### src/rtl/rvfpm_result_fifo.sv
// In-order result buffer between the FPU result interface and the core's XIF result port.
// It decouples FPU writeback from core stalls. When full, it backpressures the FPU through in_ready.
module rvfpm_result_fifo #(
  parameter int DEPTH      = 4,
  parameter int X_ID_WIDTH = 4,
  parameter int FLEN       = 32,
  localparam int CNT_W     = $clog2(DEPTH + 1)
) (
  input  logic                  ck,
  input  logic                  rst,
  input  logic                  flush,
  input  logic                  in_valid,
  output logic                  in_ready,
  input  logic [X_ID_WIDTH-1:0] in_id,
  input  logic [FLEN-1:0]       in_data,
  input  logic [4:0]            in_rd,
  input  logic                  in_we,
  output logic                  result_valid,
  input  logic                  result_ready,
  output logic [X_ID_WIDTH-1:0] result_id,
  output logic [FLEN-1:0]       result_data,
  output logic [4:0]            result_rd,
  output logic                  result_we,
  output logic [CNT_W-1:0]      count,
  output logic                  overflow_err
);

  localparam int PTR_W = $clog2(DEPTH);
  localparam int EW    = X_ID_WIDTH + FLEN + 6;

  logic [EW-1:0]    mem [DEPTH];
  logic [PTR_W-1:0] wr_ptr;
  logic [PTR_W-1:0] rd_ptr;
  logic [EW-1:0]    in_entry;
  logic [EW-1:0]    head;
  logic [EW-1:0]    held_q;
  logic             stall_q;
  logic             push;
  logic             pop;

  function automatic logic [PTR_W-1:0] wrap_inc(input logic [PTR_W-1:0] p);
    return (p == PTR_W'(DEPTH - 1)) ? '0 : p + PTR_W'(1);
  endfunction

  assign in_entry     = {in_id, in_data, in_rd, in_we};
  assign in_ready     = count < CNT_W'(DEPTH);
  assign result_valid = count != '0;
  // flush overrides both handshakes, so a same-cycle push is dropped on purpose
  assign push         = in_valid && in_ready && !flush;
  assign pop          = result_valid && result_ready && !flush;

  // Stale slot contents never leak out while the FIFO is empty
  assign head = result_valid ? mem[rd_ptr] : '0;
  assign {result_id, result_data, result_rd, result_we} = head;

  always_ff @(posedge ck or negedge rst) begin
    if (!rst) begin
      wr_ptr       <= '0;
      rd_ptr       <= '0;
      count        <= '0;
      overflow_err <= 1'b0;
      stall_q      <= 1'b0;
      held_q       <= '0;
      for (int i = 0; i < DEPTH; i++) mem[i] <= '0;
    end else begin
      if (flush) begin
        wr_ptr <= '0;
        rd_ptr <= '0;
        count  <= '0;
      end else begin
        if (push) begin
          mem[wr_ptr] <= in_entry;
          wr_ptr      <= wrap_inc(wr_ptr);
        end
        if (pop) rd_ptr <= wrap_inc(rd_ptr);
        count <= count + CNT_W'(push) - CNT_W'(pop);
      end
      // A refused offer must be held unchanged until it is taken
      stall_q <= in_valid && !in_ready;
      held_q  <= in_entry;
      if (stall_q && (!in_valid || in_entry != held_q)) overflow_err <= 1'b1;
    end
  end

endmodule
### config.mk
export PLATFORM = sky130hd
export DESIGN_NAME = rvfpm_result_fifo
export DESIGN_NICKNAME = d
export VERILOG_FILES = /design/src/rtl/rvfpm_result_fifo.sv
export SDC_FILE = /design/constraint.sdc
export NUM_CORES = 1
export LEC_CHECK = 0
export BUFFER_PORTS_ARGS = -buffer_cell sky130_fd_sc_hd__clkbuf_2
export CAP_MARGIN = 20
export CORE_MARGIN = 2
export CORE_UTILIZATION = 53
export DETAILED_ROUTE_END_ITERATION = 6
export HOLD_SLACK_MARGIN = 0.06
export PLACE_DENSITY = 0.76
export SETUP_SLACK_MARGIN = 0.1
export SLEW_MARGIN = 20
export SYNTH_ARGS = -nofsm -noshare
export SYNTH_HDL_FRONTEND = slang
export SYNTH_SLANG_ARGS = --single-unit
### constraint.sdc
create_clock -name ck -period 2.4 [get_ports ck]
set_clock_uncertainty 0.1 [all_clocks]
set_input_delay 0.24 -clock ck [delete_from_list [all_inputs] [get_ports ck]]
set_output_delay 0.24 -clock ck [all_outputs]
set_load 0.01 [all_outputs]
==> out/metrics.csv <==
stage,metric,value,unit
route,finalWirelength,21280,um
sta,period_needed,2360,ps
synthesis,synth_cell_types,31,
cts,clkTransAtPathRegs,60,ps
global_routing,grt_pass1_wl,34270,um
sta,finalSetupTns,0,ps
cts,cts_sinks,219,
sta,hold_viol_final,0,
pwr,pwr-share-seq,0.398,
die,dieArea,19130,um2
synthesis,syn_nets,665,
final_layout,syn_to_final_growth,25.78,%
place,dp_cells,918,
die,ios,95,
pwr,worst_ir_drop_vdd,956.0,uV
global_routing,antenna_found_initial,0,
die,coreArea,17840,um2
final_layout,drive_above_1_share,0.5327,
route,num_vias,5687,
synthesis,avgSynthCellArea,15.67,um2
die,die-height,138.3,um
pwr,power_density,1147,nW/um2
pwr,p_leak,5.352,nW
worst_setup_path,cp-end-kind,primary output,
global_routing,grt_pass1_vias,6262,
sta,relSlewSlack,0.6297,
sta,setup_viol,0,
die,start_util,0.5359,
pwr,p_int,9.965,mW
place,post-dp-hpwl,13070,um
place,io_buffers,94,
synthesis,synth_edf_count,0,
synthesis,syn_inst,610,
pwr,clockPowerShare,0.258,
pwr,design_power_total,13.80,mW
synthesis,ys_seq_area_frac,0.5732,
route,drcViolationCount,0,
route,wl_per_cell,21.12,um
final_layout,antenna_cells,0,
worst_setup_path,setup.worst_path.start_class,flop,
sta,grt_setup_unrepaired,yes,
cts,clock_latency,500,ps
die,die_w,138.3,um
cts,htree_levels,1,
outcome,status,finished clean,
synthesis,ys.flop_type,dfrtp_1,
pwr,p_switching,3.831,mW
cts,numCtsBuffers,23,
worst_setup_path,critPathKind,reg -> out,
place,gp_congestion,0.7997,
final_layout,num-nets-final,823,
die,rows,49,
cts,clock_path_buffers,3,
cts,cts_root_buf,clkbuf_16,
sta,worst_pin_slew,555.4,ps
cts,cts_tree,done,
route,avgViaCountPerCell,5.642,
flow_run,cap_violations,0,
synthesis,synthArstFlopShare,1.000,
global_routing,grtUsageTotal,0.2266,
worst_setup_path,path_max_fanout,23,
synthesis,ys_ff_latch,219,
pwr,p_comb_frac,0.344,
route,first_iter_violations,276,
place,place_area,10440,um2
sta,fin_crit_sh,0.9833,
worst_setup_path,crit_required,2060,ps
synthesis,yosysWarnings,0,
sta,maxSlewViolCount,0,
hold_path,hold_class,in -> async,
worst_setup_path,cp.arrival,2020,ps
route,ant_nets,0,
final_layout,fin_area,12030,um2
global_routing,grt-ovfl-total,0,
sta,fmax,0.4238,GHz
pwr,switching_share,0.2777,
global_routing,grt_max_degree,67,
route,drtPass1Iterations,4,
synthesis,netlist_area,9560,um2
final_layout,fin_cells,1008,
-- worst paths after layout --
check	startpoint	endpoint	slack [ps]	cells past startpoint
min in group ck	in_data[1]	held_q[7]$_DFF_PN0_	370	2
max reg2reg	count[0]$_DFF_PN0_	count[2]$_DFF_PN0_	140	11
max in group asynchronous	rst	count[1]$_DFF_PN0_	1240	3
max	rd_ptr[0]$_DFFE_PN0P_	result_data[31]	40	4
min reg2reg	mem[44]$_DFFE_PN0P_	mem[44]$_DFFE_PN0P_	400	1
min	rst	mem[96]$_DFFE_PN0P_	200	2
-- metal layers --
metal | global-route usage | wire [um]
met3 | 0.04053 | 860
met5 | 0 | 0
met4 | 0.05639 | 387
met1 | 0.3134 | 9258
met2 | 0.3783 | 10780
-- worst max-delay path: stages (launching register included) --
cell and delay, ps:
dfrtp_2 430, buf_12 230, mux4_2 550, and2_4 170, clkbuf_2 120
-- synthesized netlist by cell type, types with 7 or more instances --
master,count,area [um2]
inv_1,10,37.54
xnor2_1,22,192.7
and2_1,47,294.0
dfrtp_1,219,5480
mux4_2,42,945.9
clkbuf_1,10,37.54
buf_4,13,97.59
mux2_2,168,1892
nor2_1,8,30.03
buf_2,9,45.04
xor2_1,17,148.9
ha_1,7,87.58
-- cell usage in the layout, fill, tap and decap left out, types with 4 or more instances in the layout --
cell type,Yosys,routed
xnor2_1,22,21
and2_1,47,11
buf_6,4,17
dlygate4sd3_1,0,46
clkbuf_1,10,4
nor2_1,8,6
nand4_1,5,5
buf_12,0,13
mux2_2,168,168
ha_1,7,5
xor2_1,17,17
clkbuf_2,0,72
and2_4,0,32
nor4_1,6,6
buf_4,13,11
a21oi_1,4,4
dfrtp_1,219,216
and2_2,0,4
mux4_2,42,42
inv_1,10,8
clkbuf_8,0,5
clkbuf_16,0,24
-- kinds of logic (layout without fill, tap and decap cells) --
family | count (synthesis) | after routing | share of synthesized area
xor+xnor | 39 | 39 | 0.03573
compound gates | 9 | 9 | 0.006806
fa+ha+maj | 8 | 8 | 0.01125
flops | 219 | 219 | 0.5732
mux | 211 | 211 | 0.2979
buf+inv | 47 | 216 | 0.02788
simple gates | 77 | 77 | 0.04725
-- stage by stage --
step | util | setup slack, ps | hold slack, ps
3_5_place_dp | 0.5849 | -74.35 | 167.7
3_3_place_gp | 0.5849 | 70.00 | 165.7
6_report | 0.6740 | 40.12 | 195.6
2_1_floorplan | - | -9.666 | -155.6
4_1_cts | 0.6629 | -15.48 | 223.6
5_1_grt | 0.6740 | -41.19 | 247.9
-- sequential cells by signal (all words and copies together) (netlist names) --
register and cells:
rd_ptr 2, wr_ptr 2, overflow_err 1, held_q 42, mem 168, count 3
stall_q 1
-- what timing repair did --
item	4_1_cts	5_1_grt
resized for setup	30	54
hold buffers	46	0
pin swaps	3	0
setup buffers	3	2
gates cloned	2	1
setup endpoints to repair	44	44
endpoints found under the hold margin	280	0
-- power groups by stage --
stage                     Clock, mW  Combinational (mW)  Sequential (mW)
final                          3.56                4.74             5.49
after CTS                      3.61                4.42             5.50
after detailed placement          0                3.94             5.55
after global routing           3.78                5.08             5.64
after global placement            0                3.79             5.41
after floorplan                   0                2.80             5.32
-- area by class of cell --
cell class,count,area [um2]
clock buffers,31,645.6
clock inverters,5,102.6
fillers,1191,5816
well taps,229,286.5
multi-input cells,344,3956
repair buffers,169,1509
flip-flops and latches,219,5484
inverters,11,41.29
(Power assumes the default switching activity.)
